**src/rtl/cnu_min_sched_if.sv**
```systemverilog
// Stream bundle for the serial check-node min scheduler: message beats in,
// one min1/min2/index/sign result per row out.
interface cnu_min_sched_if #(
  parameter int BITS = 8,
  parameter int DEG  = 32,
  parameter int IDXW = (DEG > 1) ? $clog2(DEG) : 1
);
  logic                   in_valid;
  logic                   in_ready;
  logic signed [BITS-1:0] in_data;
  logic                   abort;
  logic                   out_valid;
  logic                   out_ready;
  logic [BITS-2:0]        min1;
  logic [BITS-2:0]        min2;
  logic [IDXW-1:0]        min1_idx;
  logic                   sign_prod;
  logic [DEG-1:0]         signs;

  modport master (
    output in_valid, in_data, abort, out_ready,
    input  in_ready, out_valid, min1, min2, min1_idx, sign_prod, signs
  );

  modport slave (
    input  in_valid, in_data, abort, out_ready,
    output in_ready, out_valid, min1, min2, min1_idx, sign_prod, signs
  );
endinterface

```
**src/rtl/cnu_min_sched.sv**
```systemverilog
// Serial min-sum check-node unit: one compare pair per cycle tracks min1,
// min2, min1 position and signs across DEG beats, then holds the row result.
//
// state | meaning
// ACC   | accepting beats of the current row, accumulators running
// OUT   | row complete, result held until out_ready
module cnu_min_sched #(
  parameter int BITS = 8,
  parameter int DEG  = 32
) (
  input  logic               clk,
  input  logic               rst,
  cnu_min_sched_if.slave     s
);
  localparam int IDXW = (DEG > 1) ? $clog2(DEG) : 1;

  typedef enum logic {ACC, OUT} state_t;

  state_t          state, state_nxt;
  logic [IDXW-1:0] cnt, cnt_nxt;
  logic [BITS-2:0] min1_q, min1_nxt;
  logic [BITS-2:0] min2_q, min2_nxt;
  logic [IDXW-1:0] idx_q, idx_nxt;
  logic            sp_q, sp_nxt;
  logic [DEG-1:0]  signs_q, signs_nxt;
  logic            in_ready_c;
  logic            out_valid_c;

  logic            sgn;
  logic [BITS-1:0] abs_full;
  logic [BITS-2:0] mag;

  // Magnitude with saturation: only the most negative code overflows into the MSB.
  always_comb begin
    sgn      = s.in_data[BITS-1];
    abs_full = sgn ? (~s.in_data + BITS'(1)) : s.in_data;
    mag      = abs_full[BITS-1] ? '1 : abs_full[BITS-2:0];
  end

  always_ff @(posedge clk or posedge rst) begin
    if (rst) begin
      state   <= ACC;
      cnt     <= '0;
      min1_q  <= '1;
      min2_q  <= '1;
      idx_q   <= '0;
      sp_q    <= 1'b0;
      signs_q <= '0;
    end else begin
      state   <= state_nxt;
      cnt     <= cnt_nxt;
      min1_q  <= min1_nxt;
      min2_q  <= min2_nxt;
      idx_q   <= idx_nxt;
      sp_q    <= sp_nxt;
      signs_q <= signs_nxt;
    end
  end

  always_comb begin
    state_nxt   = state;
    cnt_nxt     = cnt;
    min1_nxt    = min1_q;
    min2_nxt    = min2_q;
    idx_nxt     = idx_q;
    sp_nxt      = sp_q;
    signs_nxt   = signs_q;
    in_ready_c  = 1'b0;
    out_valid_c = 1'b0;

    case (state)
      ACC: begin
        in_ready_c = !s.abort;
        if (s.abort) begin
          cnt_nxt   = '0;
          min1_nxt  = '1;
          min2_nxt  = '1;
          idx_nxt   = '0;
          sp_nxt    = 1'b0;
          signs_nxt = '0;
        end else if (s.in_valid) begin
          // Strict less-than keeps the earlier index on ties.
          if (mag < min1_q) begin
            min2_nxt = min1_q;
            min1_nxt = mag;
            idx_nxt  = cnt;
          end else if (mag < min2_q) begin
            min2_nxt = mag;
          end
          sp_nxt         = sp_q ^ sgn;
          signs_nxt[cnt] = sgn;
          if (cnt == IDXW'(DEG - 1)) begin
            cnt_nxt   = '0;
            state_nxt = OUT;
          end else begin
            cnt_nxt = cnt + IDXW'(1);
          end
        end
      end
      OUT: begin
        out_valid_c = 1'b1;
        if (s.out_ready) begin
          min1_nxt  = '1;
          min2_nxt  = '1;
          idx_nxt   = '0;
          sp_nxt    = 1'b0;
          signs_nxt = '0;
          state_nxt = ACC;
        end
      end
      default: state_nxt = ACC;
    endcase
  end

  assign s.in_ready  = in_ready_c;
  assign s.out_valid = out_valid_c;
  assign s.min1      = min1_q;
  assign s.min2      = min2_q;
  assign s.min1_idx  = idx_q;
  assign s.sign_prod = sp_q;
  assign s.signs     = signs_q;
endmodule

```
**src/flat_wrapper.sv**
```systemverilog
// flat-port wrapper written by rule: the top's interface ports become plain ports
module cnu_min_sched_flat 
#(
  parameter int BITS = 8,
  parameter int DEG  = 32
)
  (clk, rst, s_in_valid, s_in_data, s_abort, s_out_ready, s_in_ready, s_out_valid, s_min1, s_min2, s_min1_idx, s_sign_prod, s_signs);
  cnu_min_sched_if #(.BITS(BITS), .DEG(DEG)) s_i ();
  input  logic clk;
  input  logic rst;
  input wire logic [$bits(s_i.in_valid)-1:0] s_in_valid;
  input wire logic [$bits(s_i.in_data)-1:0] s_in_data;
  input wire logic [$bits(s_i.abort)-1:0] s_abort;
  input wire logic [$bits(s_i.out_ready)-1:0] s_out_ready;
  output wire logic [$bits(s_i.in_ready)-1:0] s_in_ready;
  output wire logic [$bits(s_i.out_valid)-1:0] s_out_valid;
  output wire logic [$bits(s_i.min1)-1:0] s_min1;
  output wire logic [$bits(s_i.min2)-1:0] s_min2;
  output wire logic [$bits(s_i.min1_idx)-1:0] s_min1_idx;
  output wire logic [$bits(s_i.sign_prod)-1:0] s_sign_prod;
  output wire logic [$bits(s_i.signs)-1:0] s_signs;
  assign s_i.in_valid = s_in_valid;
  assign s_i.in_data = s_in_data;
  assign s_i.abort = s_abort;
  assign s_i.out_ready = s_out_ready;
  assign s_in_ready = s_i.in_ready;
  assign s_out_valid = s_i.out_valid;
  assign s_min1 = s_i.min1;
  assign s_min2 = s_i.min2;
  assign s_min1_idx = s_i.min1_idx;
  assign s_sign_prod = s_i.sign_prod;
  assign s_signs = s_i.signs;
  cnu_min_sched #(.BITS(BITS), .DEG(DEG)) u_core (.clk(clk), .rst(rst), .s(s_i));
endmodule
```
**config.mk**
```make
export PLATFORM = sky130hd
export DESIGN_NAME = cnu_min_sched_flat
export DESIGN_NICKNAME = d
export VERILOG_FILES = /design/src/rtl/cnu_min_sched_if.sv /design/src/rtl/cnu_min_sched.sv /design/src/flat_wrapper.sv
export SDC_FILE = /design/constraint.sdc
export NUM_CORES = 1
export LEC_CHECK = 0
export CORE_MARGIN = 2
export CORE_UTILIZATION = 58
export CTS_BUF_LIST = sky130_fd_sc_hd__clkbuf_4 sky130_fd_sc_hd__clkbuf_8
export DETAILED_ROUTE_END_ITERATION = 16
export GPL_TIMING_DRIVEN = 0
export PLACE_DENSITY = 0.86
export SLEW_MARGIN = 10
export SYNTH_ARGS = -nofsm -noshare
export SYNTH_HDL_FRONTEND = slang
export SYNTH_SLANG_ARGS = --single-unit
```
**constraint.sdc**
```tcl
create_clock -name clk -period 5.3 [get_ports clk]
set_input_delay 1.06 -clock clk [delete_from_list [all_inputs] [get_ports clk]]
set_output_delay 1.06 -clock clk [all_outputs]
set_load 0.02 [all_outputs]
```
==> out/metrics.cfg <==
[run_status]
status = completed

[timing]
finalSetupTns_ns = 0
finalHoldViolCount = 0
setup_viol = 0
slew_headroom = 0.512
worst_slack_ns = 1.02
min_period_over_period = 0.807
fin_skew_ns = 0.0133
clock.fmax_mhz = 234
worst_slew_pin_slew_ns = 0.724
drv_slew = 0
rsz0062_at_grt = false
post-route-min-period_ns = 4.28

[finish]
mostFrequentLayoutCell = clkdlybuf4s50_1
final_cell_mix = clkdlybuf4s50_1 (66), o21ai_0 (52), nand3_1 (47)
syn_to_final_growth_pct = 28.3
n_antenna_cell = 0
fillers = 411
final_area_sq_um = 4290
fin_util = 0.775
final_nets = 477
drive_gt1_frac = 0.102

[clock_network]
clkLatencyLatePin_ns = 0.35
cts_tree = built
hold_buffers = 0
post_cts_resized = 0
cts_setup_buffers = 0
htree_levels = 3
clkTransAtPathRegs_ns = 0.07
cts_buffers = 9
cts.path.max_buffers = 2
clock-sinks = 58
root_buffer = clkbuf_8

[routing]
wl_per_cell_um = 17.2
via_count = 3281
wirelength_mm = 8.98
drc = 0
viasPerCell = 6.27
dr.pass1.iters = 5
drt_iter0_markers = 302
postRouteAntennaNets = 0

[synthesis]
synth.ff_latch_count = 58
synth_flop_cell = dfrtp_1
synth_cell_types = 48
ys_warn_count = 0
synthesis.area_sq_um = 3350
syn_inst = 368
syn-num-nets = 399
netlist_top_cells_area = dfrtp_1 (33%), dfstp_2 (11%), o21ai_0 (7.8%)
yosysTopAreaCellShare = 0.329
synth_area_per_cell_sq_um = 9.09
async_flop_share = 1.00
synth_edf_count = 0
synth-seq-area-share = 0.439
synth_top_area_cell = dfrtp_1

[die]
start_util = 0.604
rows = 27
dieArea_sq_um = 6390
dieHeight_um = 80.0
core_sq_um = 5540
ios = 67
die_w_um = 80.0

[global_route]
grt_start_max_net_pins = 39
grt_pass1_vias = 3127
antenna_found_initial = 0
grt_use_total = 0.305
overflow = 0
grt_pass1_wl_mm = 15.1

[placed_design]
port_buffers = 66
hpwl_mm = 6.51
place_ws_ns = 0.721
dpl-instance-area_sq_um = 4120
place_congestion = 0.910

[worst_setup_path]
cp_data_arrival_time_ns = 4.55
worstPathCellList = clkdlybuf4s50_1, inv_1, ha_1, or3b_2, o41ai_1, o21ai_0, ha_1, nand4_1, a221oi_2, or4_4, nand3_1, a2bb2oi_1
worstSetupPathType = in2reg
startpoint_type = input port
critPathTopFamily = simple AND/OR/NAND/NOR gates
critPathBufInv = 2
max_stage_delay_ns = 0.52
crit_required_ns = 5.57
end_kind = flop
crit_path_frequent_cell = ha_1
crit_cells = 12
worstPathMaxFanout = 7
reg2reg_depth = 7
cp_slowest_cell = or4_4

[power]
power_frac_comb = 0.194
clkPwrFrac = 0.353
p_per_area_nw_per_um2 = 246
ir_drop_mv = 0.162
power_frac_seq = 0.452
switching_power_mw = 0.321
netSwitchingFraction = 0.305
leakage_nw = 1.86
p_int_mw = 0.732

[min_path]
holdPathStages = 2
holdCritPathClass = reg2reg

[job]
cap_violations = 0

==> worst min-delay path, delay by kind of cell (launching register included) <==
family / cells / cell delay, ns
AO/OA/AOI/OAI: 1 / 0.06
AND/OR/NAND/NOR: 1 / 0.06
flip-flops: 1 / 0.35
==> power groups by stage <==
stage | Sequential, mW | Combinational, mW | Clock [mW]
3_3_place_gp | 0.484 | 0.194 | 0
5_1_grt | 0.479 | 0.224 | 0.390
3_5_place_dp | 0.484 | 0.202 | 0
6_report | 0.477 | 0.205 | 0.372
2_1_floorplan | 0.498 | 0.112 | 0
4_1_cts | 0.477 | 0.203 | 0.370
==> through the flow <==
step / hold WS [ns] / instances / total power, mW
6_report: 0.503 / 523 / 1.05
4_1_cts: 0.508 / 523 / 1.05
3_3_place_gp: 0.484 / 506 / 0.678
5_1_grt: 0.527 / 523 / 1.09
2_1_floorplan: 0.533 / 368 / 0.610
3_5_place_dp: 0.493 / 507 / 0.686
==> sequential cells by signal, summed over array words and instances, names as in the netlist <==
name	count
u_core.s.signs	32
u_core.s.min1	7
u_core.s.min2	7
u_core.cnt	5
u_core.s.min1_idx	5
u_core.s.sign_prod	1
u_core.state	1
==> kinds of logic (layout without fill, tap and decap cells) <==
logic type / after synthesis / in the layout / synth area share
simple gates: 126 / 126 / 0.191
compound gates: 104 / 104 / 0.194
flops: 58 / 58 / 0.439
buf+inv: 44 / 127 / 0.0542
fa+ha+maj: 18 / 18 / 0.0673
mux: 17 / 17 / 0.0516
xor+xnor: 1 / 1 / 0.00262
==> cell type report <==
class / instances / area (sq um) / area share
plain buffers: 23 / 103 / 0.0239
clock buffers: 11 / 145 / 0.0338
clock inverters: 5 / 30.0 / 0.00700
inverters: 21 / 78.8 / 0.0184
multi-input cells: 266 / 1700 / 0.395
flip-flops and latches: 58 / 1470 / 0.342
well taps: 72 / 90.1 / 0.0210
repair buffers: 67 / 681 / 0.159
==> synthesized netlist by cell type, types with 2 or more instances <==
cell type	n
nand2b_1	3
o31a_1	4
o31ai_1	5
nand4_1	5
a211o_1	2
nand2_1	33
or3b_2	2
o21ai_0	52
clkbuf_1	18
dfstp_2	14
mux2_2	2
buf_4	2
inv_1	20
nor3b_1	2
and3_1	3
dfrtp_1	44
and2_1	3
nor3_1	4
mux2i_1	15
ha_1	18
nor2b_1	5
a21oi_1	19
a31oi_1	4
nand3_1	47
nor2_1	13
a2bb2oi_1	7
==> per-layer routing <==
| layer | wire length, um | part of all wire | GRT usage |
|---|---|---|---|
| met1 | 3980 | 0.44 | 0.425 |
| met2 | 4260 | 0.47 | 0.474 |
| met3 | 545 | 0.061 | 0.0464 |
| met4 | 194 | 0.022 | 0.131 |
| met5 | 0 | 0 | 0 |
==> final timing paths <==
| kind | slack (ns) | end | start |
|---|---|---|---|
| setup / recovery | 1.02 | u_core.s.min2[6] | s_in_data[0] |
| hold / removal | 0.50 | u_core.s.signs[2] | u_core.s.signs[2] |
| setup reg to reg | 2.88 | u_core.s.min2[0] | u_core.state |
| hold reg to reg | 0.50 | u_core.s.signs[2] | u_core.s.signs[2] |
| max in group asynchronous | 3.62 | u_core.s.min1[0] | rst |
| min in group asynchronous | 1.05 | u_core.s.signs[24] | rst |
(Power assumes the default switching activity.)
